[config.mk]
export PLATFORM = sky130hd
export DESIGN_NAME = arinc429_rx_flat
export DESIGN_NICKNAME = d
export VERILOG_FILES = /design/src/rtl/arinc429_rx_if.sv /design/src/rtl/arinc429_rx.sv /design/src/flat_wrapper.sv
export SDC_FILE = /design/constraint.sdc
export NUM_CORES = 1
export LEC_CHECK = 0
export BUFFER_PORTS_ARGS = -buffer_cell sky130_fd_sc_hd__buf_2
export CAP_MARGIN = 10
export CORE_MARGIN = 2
export CORE_UTILIZATION = 55
export DETAILED_ROUTE_END_ITERATION = 16
export GPL_TIMING_DRIVEN = 0
export PLACE_DENSITY = 0.74
export SLEW_MARGIN = 40
export SYNTH_ARGS = -nofsm -noshare
export SYNTH_HDL_FRONTEND = slang
export SYNTH_SLANG_ARGS = --single-unit
[constraint.sdc]
create_clock -name clk -period 7.1 [get_ports clk]
set_input_delay 1.42 -clock clk [delete_from_list [all_inputs] [get_ports clk]]
set_output_delay 1.42 -clock clk [all_outputs]
set_load 0.05 [all_outputs]
[src/rtl/arinc429_rx_if.sv]
// arinc429_rx_if: line pins, display select and decoded-word status of the ARINC 429 receiver
interface arinc429_rx_if;
  logic        RXA;
  logic        RXB;
  logic        sel;
  logic [7:0]  label_sel;
  logic [31:0] word;
  logic [15:0] dat;
  logic        ce_wrd;
  logic        err_par;
  logic        err_frm;
  logic [4:0]  bit_cnt;
  modport master (output RXA, RXB, sel, label_sel, input word, dat, ce_wrd, err_par, err_frm, bit_cnt);
  modport slave (input RXA, RXB, sel, label_sel, output word, dat, ce_wrd, err_par, err_frm, bit_cnt);
endinterface

[src/rtl/arinc429_rx.sv]
// arinc429_rx: bipolar RZ line decoder with glitch filter, parity/framing checks and 16-bit display mux.
// Define ARINC_RX_LABEL_FILTER_EN to accept only words whose label equals label_sel.
module arinc429_rx #(
  parameter int Fclk = 50000,
  parameter int Fbit = 100,
  parameter int FILT = 4
) (
  input  logic           clk,
  input  logic           rst,
  arinc429_rx_if.slave   bus
);
  localparam int GAP_CLK = 2 * Fclk / Fbit;
  localparam int NW = $clog2(GAP_CLK + 1);
  localparam int FW = $clog2(FILT + 1);
  // line levels encoded as {A,B}
  localparam logic [1:0] L_NULL = 2'b00, L_ONE = 2'b10, L_ILL = 2'b11;
  typedef enum logic [1:0] {GAP, IDLE, PULSE} state_t;
  logic [1:0]    s1_q, s2_q, cand_q, lev_q;
  logic [FW-1:0] fcnt_q;
  logic          ev_q;
  logic [NW-1:0] ncnt_q;
  state_t        st_q;
  logic [30:0]   sr_q;
  logic [31:0]   word_q, sr32;
  logic [4:0]    bcnt_q;
  logic          ce_q, par_q, frm_q;
  logic          bit_in, to_ev, accept;
  assign bit_in = lev_q == L_ONE;
  assign sr32   = {bit_in, sr_q};
  assign to_ev  = lev_q == L_NULL && ncnt_q == NW'(GAP_CLK - 1);
`ifdef ARINC_RX_LABEL_FILTER_EN
  assign accept = ^sr32 && sr32[7:0] == bus.label_sel;
`else
  logic unused_label;
  assign unused_label = ^bus.label_sel;
  assign accept = ^sr32;
`endif
  // ev_q flags a newly qualified level that differs from the previous one
  always_ff @(posedge clk or posedge rst) begin
    if (rst) begin
      s1_q   <= L_NULL;
      s2_q   <= L_NULL;
      cand_q <= L_NULL;
      fcnt_q <= '0;
      lev_q  <= L_NULL;
      ev_q   <= 1'b0;
      ncnt_q <= '0;
    end else begin
      s1_q   <= {bus.RXA, bus.RXB};
      s2_q   <= s1_q;
      ev_q   <= 1'b0;
      ncnt_q <= lev_q != L_NULL ? '0 : ncnt_q == NW'(GAP_CLK) ? ncnt_q : ncnt_q + 1'b1;
      if (s2_q != cand_q) begin
        cand_q <= s2_q;
        fcnt_q <= FW'(1);
      end else if (fcnt_q < FW'(FILT)) begin
        fcnt_q <= fcnt_q + 1'b1;
        if (fcnt_q == FW'(FILT - 1) && cand_q != lev_q) begin
          lev_q <= cand_q;
          ev_q  <= 1'b1;
        end
      end
    end
  end
  always_ff @(posedge clk or posedge rst) begin
    if (rst) begin
      st_q   <= GAP;
      sr_q   <= '0;
      word_q <= '0;
      bcnt_q <= '0;
      ce_q   <= 1'b0;
      par_q  <= 1'b0;
      frm_q  <= 1'b0;
    end else begin
      ce_q  <= 1'b0;
      frm_q <= 1'b0;
      if (ev_q && lev_q == L_ILL) begin
        frm_q  <= 1'b1;
        bcnt_q <= '0;
        st_q   <= GAP;
      end else begin
        case (st_q)
          GAP: if (to_ev) begin
            st_q   <= IDLE;
            bcnt_q <= '0;
          end
          IDLE: if (ev_q) begin
            bcnt_q <= bcnt_q + 1'b1;
            st_q   <= PULSE;
            if (bcnt_q == 5'd31) begin
              par_q <= ~^sr32;
              if (accept) begin
                word_q <= sr32;
                ce_q   <= 1'b1;
              end
            end else sr_q[bcnt_q] <= bit_in;
          end else if (to_ev && bcnt_q != 5'd0) begin
            frm_q  <= 1'b1;
            bcnt_q <= '0;
          end
          PULSE: if (ev_q) begin
            if (lev_q == L_NULL) st_q <= IDLE;
            else begin
              frm_q  <= 1'b1;
              bcnt_q <= '0;
              st_q   <= GAP;
            end
          end
          default: st_q <= GAP;
        endcase
      end
    end
  end
  assign bus.word    = word_q;
  assign bus.dat     = bus.sel ? word_q[31:16] : word_q[15:0];
  assign bus.ce_wrd  = ce_q;
  assign bus.err_par = par_q;
  assign bus.err_frm = frm_q;
  assign bus.bit_cnt = bcnt_q;
endmodule

[src/flat_wrapper.sv]
// flat-port wrapper written by rule: the top's interface ports become plain ports
module arinc429_rx_flat 
#(
  parameter int Fclk = 50000,
  parameter int Fbit = 100,
  parameter int FILT = 4
)
  (clk, rst, bus_RXA, bus_RXB, bus_sel, bus_label_sel, bus_word, bus_dat, bus_ce_wrd, bus_err_par, bus_err_frm, bus_bit_cnt);
  arinc429_rx_if bus_i ();
  input  logic clk;
  input  logic rst;
  input wire logic [$bits(bus_i.RXA)-1:0] bus_RXA;
  input wire logic [$bits(bus_i.RXB)-1:0] bus_RXB;
  input wire logic [$bits(bus_i.sel)-1:0] bus_sel;
  input wire logic [$bits(bus_i.label_sel)-1:0] bus_label_sel;
  output wire logic [$bits(bus_i.word)-1:0] bus_word;
  output wire logic [$bits(bus_i.dat)-1:0] bus_dat;
  output wire logic [$bits(bus_i.ce_wrd)-1:0] bus_ce_wrd;
  output wire logic [$bits(bus_i.err_par)-1:0] bus_err_par;
  output wire logic [$bits(bus_i.err_frm)-1:0] bus_err_frm;
  output wire logic [$bits(bus_i.bit_cnt)-1:0] bus_bit_cnt;
  assign bus_i.RXA = bus_RXA;
  assign bus_i.RXB = bus_RXB;
  assign bus_i.sel = bus_sel;
  assign bus_i.label_sel = bus_label_sel;
  assign bus_word = bus_i.word;
  assign bus_dat = bus_i.dat;
  assign bus_ce_wrd = bus_i.ce_wrd;
  assign bus_err_par = bus_i.err_par;
  assign bus_err_frm = bus_i.err_frm;
  assign bus_bit_cnt = bus_i.bit_cnt;
  arinc429_rx #(.Fclk(Fclk), .Fbit(Fbit), .FILT(FILT)) u_core (.clk(clk), .rst(rst), .bus(bus_i));
endmodule
======== After elaboration in Yosys (flattened, before gate mapping) ========
Cells that the tools add are included.
word-level totals
  bits in registers ....................... 95
  bits of input ports ..................... 13
operators by class
  add/sub/neg operators ................... 3
  $lt $le $gt $ge ......................... 3
  equality and inequality tests ........... 16
  multiplexer cells ....................... 35
  bitwise logic cells ..................... 3
  reductions and logical operators ........ 19
operators by type and width
  kind                   number
  $reduce_xnor 32->1     1
  $reduce_xor 32->1      1
  $bwmux 31              1
  $mux 5                 6
  $eq 10x10->1 const B   2
  $mux 10                2
  $mux 16                1
  $mux 1                 15
  $pmux 5 s3             1
  $add 10x1->10 const B  1
  $reduce_and 5->1       2
  $ne 3x1->1 const B     3
  $mux 2                 4
  $reduce_and 4->1       2
  $eq 2x2->1 const B     3
  $lt 5x6->1 const B     1
  $mux 3                 2
  $pmux 2 s3             1
  $reduce_and 3->1       2
  $add 5x1->5 const B    1
  $demux 1 s5            1
  $eq 5x5->1 const B     1
  $ge 5x1->1 const B     1
  $logic_and 1x1->1      5
  14 further kinds       19

======== Longest topological paths before layout ========
  word-level depth ........................ 7
  depth in mapped cells ................... 9
  gate-level depth less buffers ........... 9

======== Worst setup path after synthesis ========
OpenSTA, ideal clock, no wires.
  path kind ............................... in2out
  from .................................... input port bus_sel
  to ...................................... output port bus_dat[10]
  arrival time ............................ 2.519 ns
  required time ........................... 5.680 ns
  slack ................................... 3.161 ns
  stages on the path ...................... 3
  buffers on the path ..................... 2
  cells stage by stage .................... clkbuf_1 -> buf_1 -> mux2_2
between the ends
  longest elaborated chain between the ends .. 1
RTL lines
  what             RTL line            text
  start, declared  flat_wrapper.sv:14  input wire logic [$bits(bus_i.sel)-1:0] bus_sel;
  $mux 16          arinc429_rx.sv:115  assign bus.dat = bus.sel ? word_q[31:16] : word_q[15:0];
  end, declared    flat_wrapper.sv:17  output wire logic [$bits(bus_i.dat)-1:0] bus_dat;
Every way passes these cells.

======== Final worst setup path ========
  from .................................... input port bus_sel
  to ...................................... output port bus_dat[8]
Same word-level chain as after synthesis.

==> results by group <==
Cells and area
  – Layout area overhead: 13.55%
  – Commonest non-fill, non-tap cell in the layout: dfrtp_1
  – Final nets: 497
  – Fin cells: 581
  – Share of cells above drive strength 1: 34.87%
  – Commonest cells after routing, fill and taps aside: dfrtp_1 (95), mux2_2 (80), buf_2 (59)
  – Fill count: 680
  – Diode count: 0

Critical path
  – Required @ worst endpoint: 5680 ps
  – Worst Path Arrival: slightly below 3000 ps
  – Crit-path cells: clkbuf_1, buf_1, mux2_2, buf_2
  – Type of origin of the critical path: input pin
  – Critical Path Sink Type: primary output
  – CP Class: input pin to primary output
  – R2R setup slack: 4480 ps
  – Slowest stage delay, CP: 600 ps
  – Critical path's top delay family: buffers and inverters
  – Crit-path slowest cell: buf_1
  – Crit path buf inv count: 3
  – CP max FO: 10

Drt
  – DRT Pass-1 Iters: 4
  – DRC Markers: 0
  – DRT Wirelength: around 9 mm
  – Post-route ant nets: 0
  – Vias per cell: 5.355
  – DR iter-0 viols: 137
  – Routed len/inst: 15.49 µm
  – Via count: 3,111

Die
  – Chip Height: 96.09 µm
  – Core ar.: 0.008217 mm²
  – Die Width: approximately 96 µm
  – Ports: 69
  – Initial Util: 56.77%
  – DIE AREA: 0.009233 mm²
  – Row Count: 33

Clocking
  – H-tree depth: 3
  – CTS Buffer Depth: 2
  – CTS tree: built
  – Clock latency on the worst-skew pair: 370 ps
  – Post-CTS Setup Inserts: 0
  – Root buffer cell: clkbuf_8
  – Post-CTS Hold Buffers: 0
  – CTS resizes: 0
  – CTS Sinks: between 90 and 100
  – Inserted Clock Buffers: 9
  – Worst-path clk slew: 90 ps

Timing
  – RSZ-0062 raised after global routing: no
  – Fin. Hold Viols: 0
  – Final setup TNS: 0 ps
  – Slew headroom: 52.28%
  – Max Freq: 229.3 MHz
  – Final Skew: 10.38 ps
  – Final worst path period share: approximately three fifths
  – Final-report max-slew violation count: 0
  – Slew @ Worst Pin: between 700 and 800 ps
  – Count of final setup violators: 0
  – Worst setup margin: 2739 ps
  – Min Tclk post-route: about 4400 ps

Synthesis
  – Yosys cell types: 35
  – Top_reg_cell synth: dfrtp_1
  – Async S/R FF share, synth: 100.0%
  – Cell Area, Synth: about 0.0047 mm²
  – Yosys reg bits: 95
  – Number of flops mapped to enable cells by yosys: 0
  – Post-synthesis sequential area ratio: 50.97%
  – Synthesized area per cell: approximately 12 µm²
  – Syn_nets: 426
  – Yosys warnings: 0
  – Synth Instances: 400

GRT
  – Vias in the first global route: a little over 3k
  – First-pass GRT wire length: between 10 and 15 mm
  – Remaining Overflow, GRT: 0
  – Largest net degree at the start of global routing: 50
  – GRT Total Usage: 21.44%
  – Initial antenna violation count: 0

Placed design
  – Placed Instances: around 570
  – IO buf count: 59
  – Hpwl dp: 6.438 mm
  – Placer congestion estimate: 0.8846
  – Place WS: approximately 2700 ps

Job
  – Max Cap Viol: 0

Power and ir drop
  – Leak Pwr: approximately 2.6 nW
  – Final Power: 1.141 mW
  – Pwr Density: between 200 and 250 mW/mm²
  – Worst VDD drop: 0.1623 mV

Min path
  – Hold WC Path Type: register to register

Outcome
  – Status: complete, no violations
-- logic make-up (layout without fill, tap and decap cells) --
kind of cell | count (synthesis) | after routing | share of synthesized area [%]
and+or+nand+nor | 111 | 111 | 11.05
xor gates and xnor gates | 42 | 42 | 8.181
AOI/OAI and AO/OA | 26 | 26 | 3.085
adders and majority gates | 13 | 13 | 3.487
buffers and inverters | 30 | 106 | 3.058
muxes | 83 | 83 | 20.17
DFF | 95 | 95 | 50.97
-- worst paths after layout --
check,startpoint,cells after the start,to
max in group asynchronous,rst,3,u_core.sr_q[30]$_DFFE_PP0P_
setup / recovery,bus_sel,4,bus_dat[8]
hold reg to reg,u_core.s1_q[0]$_DFF_PP0_,0,u_core.s2_q[0]$_DFF_PP0_
hold / removal,u_core.s1_q[0]$_DFF_PP0_,0,u_core.s2_q[0]$_DFF_PP0_
setup reg to reg,u_core.lev_q[0]$_DFFE_PP0P_,9,u_core.bus.word[30]$_DFFE_PP0P_
min in group asynchronous,rst,2,u_core.bus.word[1]$_DFFE_PP0P_
-- worst reg2reg max path, cell delays in order (launching register included) --
cell and delay [ps]:
dfrtp_1 380, buf_6 140, nor2b_4 190, xnor3_1 350, xnor2_1 200, xnor2_1 160, xnor2_1 150, nor2_2 360
buf_6 230, mux2_2 350
-- power by group --
group	internal, mW	leakage (nW)	total (mW)	switching, mW
Clock	0.128	0.0894	0.322	0.194
Sequential	0.562	1.30	0.581	0.0192
Combinational	0.0906	1.25	0.238	0.147
Total	0.781	2.64	1.14	0.361
-- stage by stage --
stage	area [µm²]	hold slack (ps)	utilization [%]
after floorplan	4664	331.2	-
after global placement	5091	341.2	61.96
after detailed placement	5124	345.8	62.36
after CTS	5296	367.0	64.46
after global routing	5296	381.9	64.46
final	5296	363.4	64.46
-- routing by layer --
metal	wire length (µm)	part of all wire, %	global-route usage (%)	up-vias
met5	0	0	0	-
met4	174	1.9	7.738	0
met3	305	3.4	4.229	14
met2	4403	49	36.52	55
met1	4114	46	27.15	1543
li1	-	-	-	1499
-- layout make-up --
| cell class | instances | area [µm²] | share of cell area [%] |
|---|---|---|---|
| Inverter | 12 | 50.05 | 0.9450 |
| Sequential cell | 95 | 2377 | 44.89 |
| Buffer | 18 | 97.59 | 1.843 |
| Tap cell | 105 | 131.4 | 2.481 |
| Multi-Input combinational cell | 275 | 2145 | 40.49 |
| Clock inverter | 7 | 48.80 | 0.9213 |
| Clock buffer | 9 | 123.9 | 2.339 |
| Timing Repair Buffer | 60 | 322.8 | 6.095 |
-- state kept, by name (all words and copies together), names as in the netlist --
register,count
u_core.cand_q,2
u_core.sr_q,31
u_core.s1_q,2
u_core.bus.word,32
u_core.bus.err_par,1
u_core.bus.err_frm,1
u_core.bus.bit_cnt,5
u_core.lev_q,2
u_core.fcnt_q,3
u_core.ev_q,1
u_core.bus.ce_wrd,1
u_core.s2_q,2
u_core.st_q,2
u_core.ncnt_q,10
-- synthesized netlist by cell type, types with 5 or more instances --
cell      instances  area [µm²]
mux2_2           80       900.9
xnor2_1          31       271.5
and3_1            5       31.28
clkbuf_1         13       48.80
inv_1            12       45.04
dfrtp_1          95        2377
nand3_1          27       135.1
xor2_1           10       87.58
nand2_1          25       93.84
ha_1             13       162.7
nor2_1           38       142.6
o21ai_0          12       60.06
a21oi_1           9       45.04
(Power assumes the default switching activity.)
